**src/rtl/transfer_pkg.sv**
```systemverilog
// Shared types and default sizing for the transfer hub slice.
package transfer_pkg;

  typedef enum logic [1:0] {
    IDLE = 2'd0,
    RECV = 2'd1,
    PAR  = 2'd2,
    DONE = 2'd3
  } hubState_t;

  localparam int DEF_DATA_W = 8;
  localparam int DEF_DEPTH  = 4;
  localparam int DEF_NUM_CH = 2;

  // Channel tag width; a single channel still needs one bit.
  function automatic int chWidth(input int n);
    return (n > 1) ? $clog2(n) : 1;
  endfunction

endpackage

```
**src/rtl/transfer_fifo.sv**
```systemverilog
// Synchronous first-word-fall-through FIFO with occupancy output.
module transfer_fifo #(
  parameter int WIDTH = 9,
  parameter int DEPTH = 4,
  localparam int AW = $clog2(DEPTH),
  localparam int LW = $clog2(DEPTH + 1)
) (
  input  logic             clk,
  input  logic             rst,
  input  logic             push,
  input  logic [WIDTH-1:0] pushData,
  input  logic             pop,
  output logic [WIDTH-1:0] popData,
  output logic             valid,
  output logic             full,
  output logic [LW-1:0]    level
);

  logic [WIDTH-1:0] mem [DEPTH];
  logic [AW-1:0]    wrPtr;
  logic [AW-1:0]    rdPtr;
  logic             empty;
  logic             doPush;
  logic             doPop;

  assign empty   = (level == '0);
  assign full    = (level == LW'(DEPTH));
  assign valid   = !empty;
  // A push at full is accepted only when a pop frees the head slot in the same cycle.
  assign doPop   = pop && !empty;
  assign doPush  = push && (!full || doPop);
  assign popData = empty ? '0 : mem[rdPtr];

  // Storage array write port.
  always_ff @(posedge clk) begin
    if (doPush) mem[wrPtr] <= pushData;
  end

  // Pointer and occupancy bookkeeping.
  always_ff @(posedge clk or negedge rst) begin
    if (!rst) begin
      wrPtr <= '0;
      rdPtr <= '0;
      level <= '0;
    end else begin
      if (doPush) wrPtr <= wrPtr + 1'b1;
      if (doPop)  rdPtr <= rdPtr + 1'b1;
      case ({doPush, doPop})
        2'b10:   level <= level + 1'b1;
        2'b01:   level <= level - 1'b1;
        default: level <= level;
      endcase
    end
  end

endmodule

```
**src/rtl/transfer_hub.sv**
```systemverilog
// Serial-frame receiver tagging words by channel and buffering them in a FIFO.
// Optional parity bit: define TRANSFER_HUB_PARITY_EN.
module transfer_hub
  import transfer_pkg::*;
#(
  parameter int DATA_W = DEF_DATA_W,
  parameter int DEPTH  = DEF_DEPTH,
  parameter int NUM_CH = DEF_NUM_CH,
  localparam int CH_W  = chWidth(NUM_CH),
  localparam int LVL_W = $clog2(DEPTH + 1)
) (
  input  logic              clk,
  input  logic              rst,
  input  logic              ready_in,
  input  logic [CH_W-1:0]   src_ch,
  input  logic              data_in,
  output logic              ready_out,
  output logic              out_valid,
  input  logic              out_ready,
  output logic [DATA_W-1:0] out_data,
  output logic [CH_W-1:0]   out_ch,
  output logic [LVL_W-1:0]  level,
  output logic              overrun,
  output logic              par_err
);

  localparam int CNT_W = $clog2(DATA_W);
  localparam int FW    = CH_W + DATA_W;

  hubState_t         state;
  hubState_t         nextState;
  logic [DATA_W-1:0] shiftReg;
  logic [CNT_W-1:0]  bitCnt;
  logic [CH_W-1:0]   chReg;
  logic              overrunQ;
  logic              full;
  logic              push;
  logic [FW-1:0]     popData;
`ifdef TRANSFER_HUB_PARITY_EN
  logic              parBad;
`endif

  assign ready_out = (state == IDLE) && !full;
  assign overrun   = overrunQ;
  assign out_ch    = popData[FW-1 -: CH_W];
  assign out_data  = popData[DATA_W-1:0];

  // State register.
  always_ff @(posedge clk or negedge rst) begin
    if (!rst) state <= IDLE;
    else      state <= nextState;
  end

  // Next-state decode, FIFO push and parity-error pulse.
  always_comb begin
    nextState = state;
    case (state)
      IDLE: if (ready_in && !full) nextState = RECV;
`ifdef TRANSFER_HUB_PARITY_EN
      RECV: if (bitCnt == CNT_W'(DATA_W - 1)) nextState = PAR;
`else
      RECV: if (bitCnt == CNT_W'(DATA_W - 1)) nextState = DONE;
`endif
      PAR:  nextState = DONE;
      DONE: nextState = IDLE;
      default: nextState = IDLE;
    endcase
  end

`ifdef TRANSFER_HUB_PARITY_EN
  assign push    = (state == DONE) && !parBad;
  assign par_err = (state == DONE) && parBad;
`else
  assign push    = (state == DONE);
  assign par_err = 1'b0;
`endif

  // Datapath: channel latch, MSB-first shifter, bit counter, overrun pulse.
  always_ff @(posedge clk or negedge rst) begin
    if (!rst) begin
      shiftReg <= '0;
      bitCnt   <= '0;
      chReg    <= '0;
      overrunQ <= 1'b0;
`ifdef TRANSFER_HUB_PARITY_EN
      parBad   <= 1'b0;
`endif
    end else begin
      overrunQ <= (state == IDLE) && ready_in && full;
      case (state)
        IDLE: begin
          if (ready_in && !full) begin
            chReg  <= src_ch;
            bitCnt <= '0;
          end
        end
        RECV: begin
          shiftReg <= {shiftReg[DATA_W-2:0], data_in};
          bitCnt   <= bitCnt + 1'b1;
        end
`ifdef TRANSFER_HUB_PARITY_EN
        // Even parity: data bits plus parity bit must XOR to zero.
        PAR: parBad <= ^{shiftReg, data_in};
`endif
        default: ;
      endcase
    end
  end

  transfer_fifo #(
    .WIDTH(FW),
    .DEPTH(DEPTH)
  ) uFifo (
    .clk      (clk),
    .rst      (rst),
    .push     (push),
    .pushData ({chReg, shiftReg}),
    .pop      (out_ready),
    .popData  (popData),
    .valid    (out_valid),
    .full     (full),
    .level    (level)
  );

endmodule

```
**config.mk**
```make
export PLATFORM = sky130hd
export DESIGN_NAME = transfer_hub
export DESIGN_NICKNAME = d
export VERILOG_FILES = /design/src/rtl/transfer_pkg.sv /design/src/rtl/transfer_fifo.sv /design/src/rtl/transfer_hub.sv
export SDC_FILE = /design/constraint.sdc
export NUM_CORES = 1
export LEC_CHECK = 0
export CAP_MARGIN = 0
export CORE_UTILIZATION = 45
export DETAILED_ROUTE_END_ITERATION = 6
export PLACE_DENSITY = 0.7
export SLEW_MARGIN = 20
export SYNTH_ARGS = -nofsm -noshare
export SYNTH_HDL_FRONTEND = slang
export SYNTH_HIERARCHICAL = 1
export SYNTH_SLANG_ARGS = --single-unit
```
**constraint.sdc**
```tcl
create_clock -name clk -period 6.8 [get_ports clk]
set_clock_uncertainty 0.2 [all_clocks]
set_input_delay 1.02 -clock clk [delete_from_list [all_inputs] [get_ports clk]]
set_output_delay 1.02 -clock clk [all_outputs]
set_load 0.005 [all_outputs]
```
# Word level (Yosys, flattened, before mapping)
# Memory sizes are Yosys's and may differ from the RTL's.
# Cells that the tools add are included.
# totals
regBits	22
ram_bits	36
inputBits	6
output_inout_bits	16
word_cells	48
mem_count	1
# op_classes
add_sub_neg	5
n_eq_ne	9
mux	9
n_reduce_logical	16
# memory_table
name	depth	word_bits	rd	rd_ports_with_merged_regs	write_ports	line_no	rtl
uFifo.mem	4	9	1	0	1	transfer_fifo.sv:19	logic [WIDTH-1:0] mem [DEPTH];
# op_table
operator	n
3-bit case mux with 2 select lines	2
9-bit 2-to-1 mux	1
2-bit case mux with 4 select lines	1
3-bit by 1-bit adder with 3-bit output, second input constant	2
2-bit == test, second input constant	3
3-bit == test, second input constant	2
1-bit logical AND	6
2-bit AND reduction	3
2-bit by 1-bit adder with 2-bit output, second input constant	2
2-bit by 1-bit == test with 1-bit output, second input constant	2
2-bit 2-to-1 mux	2
2-bit nonzero test	2
3-bit logical NOT	1
3-bit 2-to-1 mux	1
3-bit by 1-bit subtractor with 3-bit output, second input constant	1
1-bit logical NOT	2
2-bit logical NOT	1
1-bit 2-to-1 mux	2
2-bit by 1-bit != test with 1-bit output, second input constant	1
2-bit != test, second input constant	1
1-bit logical OR	1

# Longest topological paths before layout
# depth
word_depth	7
ltp_mapped	8
mapped_depth_nobuf	7

# Cells and area by module
# Netlist, hierarchy kept.
# by_module_without_submodules
module	instances	cells_per_inst	area_per_inst_um2	seq_area_each_um2
transfer_fifo	1	109	1868.0	1256.2
transfer_hub	1	56	739.5	375.4

# Worst setup path before layout
# No wires, ideal clock.
# synth_timing
kind	input -> register
from	input port out_ready
to	register uFifo.level[2]
setup_time_ps	146
arrival_ps	2350
required_time_ps	6454
path_slack_ps	4104
stages	7
path_buffers	1
cell_sequence	clkbuf_1 nor2b_1 nand2_1 fa_1 nand2b_1 o211ai_1 o311ai_0
# synth_between
elab_chain_len	5
elab_cells_between_ends	7
cone_classes	eq/ne: 2; mux: 1; reduce/logical: 4
# synth_lines
element	line_no	rtl
from (decl)	transfer_hub.sv:19	input logic out_ready,
1-bit logical AND *	transfer_fifo.sv:30	assign doPop = pop && !empty;
1-bit logical OR	transfer_fifo.sv:31	assign doPush = push && (!full || doPop);
1-bit logical AND	transfer_fifo.sv:31	
2-bit by 1-bit == test with 1-bit output / 2-bit == test (equally long branches)	transfer_fifo.sv:48	case ({doPush, doPop})
3-bit case mux with 2 select lines / 2-bit nonzero test (equally long branches)	-	
to (signal assigned)	transfer_fifo.sv:49	2'b10: level <= level + 1'b1;
to (signal assigned)	transfer_fifo.sv:50	2'b01: level <= level - 1'b1;
to (signal assigned)	transfer_fifo.sv:51	default: level <= level;
to (decl)	transfer_fifo.sv:16	output logic [LW-1:0] level
# Every way passes the cells marked *; elsewhere a longest branch is shown, timed or not.
# A chain may end at the register's enable or synchronous reset.

# Worst setup path after layout
# layout_timing
from	register uFifo.rdPtr[0]
to	output port out_ch
# layout_between
elab_chain_len	2
# layout_lines
element	line_no	rtl
from (decl)	transfer_fifo.sv:21	logic [AW-1:0] rdPtr;
from (signal assigned)	transfer_fifo.sv:47	if (doPop) rdPtr <= rdPtr + 1'b1;
memory read 4 x 9 bit	-	
9-bit 2-to-1 mux	transfer_fifo.sv:32	assign popData = empty ? '0 : mem[rdPtr];
to (decl)	transfer_hub.sv:21	output logic [CH_W-1:0] out_ch,
# No other way between the ends.

==> impl_metrics.toml <==
[timing]
fmax_ghz = 0.2872
final.setup.worst_slack_ns = 3.318
setup_viol = 0
fin_crit_sh_pct = 51.21
slew_violations = 0
hold_violations = 0
rsz0062_at_grt = "false"
worstMarginPinSlew_ns = 0.7233
period_needed_ns = 3.482
final.setup.tns_ns = 0
slew_headroom_pct = 51.78

[pwr]
ir_drop_uv = 271.3
p_leak_uw = 0.001179
powerDensity_nw_per_um2 = 529.7
total_power_uw = 1630

[detailed_routing]
dr_wl_met2_um = 2386
firstDrtPassIters = 7
routed.top_layer = "met4"
postRouteAntennaNets = 0
vias_per_cell = 5.333
drc = 0
drt_iter0_markers = 65
wl_per_cell_um = 16.63
wl_met3_um = 135
met1_length_um = 1785
vias = 1408
drt-total-wl_um = 4390

[place]
postPlaceCellArea_um2 = 2850
pre_cts_ws_ns = 3.508
numPortBuffers = 20
hpwl_um = 2932
place_congestion = 0.7110

[clocking]
clk_latency_ns = 0.33
cts_setup_buffers = 0
cts_resized = 0
cts_tree = "done"
cts-root-buf = "clkbuf_8"
clk_pin_slew_worst_paths_ns = 0.06
cts_max_level = 3
ctsHoldBuffers = 0
cts.sinks = 58
max-clock-path-buffers = 2
cts_made_buffers = 9

[synthesis]
synthXorXnorAreaFrac_pct = 1.679
synth_top_area_share_pct = 41.46
ys_top_cells_by_area = "edfxtp_1 41%, dfrtp_1 21%, mux4_2 7.8%"
synth_compound_area_share_pct = 4.655
ys_seq_area_share_pct = 62.57
synth_adder_area_share_pct = 5.566
synth_edf_count = 36
syn_area_um2 = 2608
synth-seq-cells = 58
ys.flop_type = "edfxtp_1"
synthArstFlopShare_pct = 37.93
muxShareOfSynthArea_pct = 14.35
synth-simple-area-share_pct = 8.205
yosysTopAreaCell = "edfxtp_1"
synth_top_family_by_area = "multiplexers"
syn_area_per_cell_um2 = 15.80
synth_cell_type_count = 40
syn_inst = 165
synth_warnings = 6
syn-num-nets = 182

[global_routing]
antenna_found_initial = 0
overflow = 0
grt_pass1_wl_um = 7231
grt_pass1_vias = 1469
grtUsageTotal_pct = 16.37
grt_max_degree = 23

[worst_setup_path]
crit_path_end_kind = "output port"
worstSetupStartpointType = "flop"
arrival_ns = 2.26
timing.setup.critical_path_class = "reg -> out"
cp_max_fo = 11
rrSetupSlack_ns = 4.43
critPathRequiredTime_ns = 5.58

[final_layout]
fin_area_um2 = 3077
nets = 204
fillers = 461
diodes = 0
fin_util_pct = 55.53
drive_gt1_share_pct = 20.83
area_growth_pct = 17.99

[floorplan]
die_w_um = 78.12
core_area_um2 = 5540
initial_core_util_pct = 47.06
rows = 27
fp.dieArea_um2 = 6103
fp.dieH_um = 78.12
ios = 22

[run]
cap_violations = 0

[min_path]
hold_path_class = "reg -> reg"

[outcome]
status = "completed"
stage by stage:
| stage | std cells | hold WS (ns) |
|---|---|---|
| 2_1_floorplan | 165 | 0.2709 |
| 3_3_place_gp | 248 | 0.2918 |
| 3_5_place_dp | 248 | 0.3316 |
| 4_1_cts | 264 | 0.3443 |
| 5_1_grt | 264 | 0.3679 |
| 6_report | 264 | 0.3384 |
metal layers:
layer	track usage, %	vias up
li1	-	650
met1	17.31	714
met2	29.47	31
met3	5.233	13
met4	7.593	0
met5	0	-
worst max-delay path, cell delays in order, from the launching register on:
cell             delay (ns)
dfrtp_1                0.75
mux4_2                 0.57
and2_1                 0.18
clkdlybuf4s50_1        0.44
final cells by class:
| class | instances | area (um^2) | share of cell area [%] |
|---|---|---|---|
| Clock buffer | 9 | 123.9 | 4.026 |
| Sequential cell | 58 | 1632 | 53.03 |
| Inverter | 7 | 26.28 | 0.8540 |
| Multi-Input combinational cell | 91 | 902.1 | 29.32 |
| Tap cell | 72 | 90.09 | 2.928 |
| Clock inverter | 7 | 107.6 | 3.497 |
| Timing Repair Buffer | 20 | 195.2 | 6.344 |
cell families (layout without fill, tap and decap cells):
logic type | after synthesis | count (layout)
flip-flops | 58 | 58
buffers and inverters | 16 | 43
AND/OR/NAND/NOR | 35 | 35
AO/OA/AOI/OAI | 15 | 15
multiplexers | 24 | 24
other | 1 | 1
XOR/XNOR | 5 | 5
adder cells (fa/ha/maj) | 11 | 11
cells in the final DEF (no fill, tap or decap), types with 2 or more instances in the layout:
cell type | Yosys | routed
nor2_1 | 2 | 2
nand2b_1 | 3 | 3
o221ai_1 | 2 | 2
mux2_2 | 9 | 9
nand3_1 | 3 | 3
mux2_4 | 2 | 2
mux4_2 | 9 | 9
o21bai_1 | 2 | 2
nand3b_1 | 2 | 2
bufinv_16 | 0 | 3
dfrtp_1 | 22 | 22
clkbuf_8 | 0 | 9
edfxtp_1 | 36 | 36
clkinv_1 | 0 | 2
clkdlybuf4s50_1 | 0 | 19
mux2i_1 | 4 | 4
nand2_1 | 4 | 4
ha_1 | 10 | 10
xnor2_1 | 4 | 4
clkinv_2 | 0 | 2
and2_1 | 13 | 13
inv_1 | 7 | 7
a21oi_1 | 2 | 2
nor2b_1 | 2 | 2
cell usage after synthesis (2+ instances only):
cell	n
mux2_4	2
buf_2	2
clkbuf_1	4
edfxtp_1	36
o21bai_1	2
and2_1	13
xnor2_1	4
buf_4	3
mux2i_1	4
nand3b_1	2
mux2_2	9
nor2b_1	2
o221ai_1	2
dfrtp_1	22
nor2_1	2
nand2b_1	3
ha_1	10
a21oi_1	2
mux4_2	9
nand2_1	4
inv_1	7
nand3_1	3
where the power goes:
part | total (uW) | switching (uW) | internal (uW) | leakage (uW)
logic | 604 | 245 | 358 | 0.000469
clock network | 369 | 130 | 239 | 0.000118
registers | 657 | 120 | 536 | 0.000592
total | 1630 | 496 | 1130 | 0.00118
state kept, by name (all words and copies together), names as in the netlist, 2 cells and up:
| name | cells |
|---|---|
| uFifo/mem | 36 |
| shiftReg | 8 |
| bitCnt | 3 |
| uFifo/level | 3 |
| state | 2 |
| uFifo/rdPtr | 2 |
| uFifo/wrPtr | 2 |
worst paths after layout:
kind / startpoint / to / cells past startpoint
min in group asynchronous: rst / bitCnt[1] / 1
min: chReg / uFifo/mem[2][8] / 0
max reg2reg: uFifo/level[2] / uFifo/level[1] / 6
min reg2reg: chReg / uFifo/mem[2][8] / 0
max in group asynchronous: rst / shiftReg[2] / 1
max: uFifo/rdPtr[0] / out_ch / 3
Power figures use the tool's default switching activity.
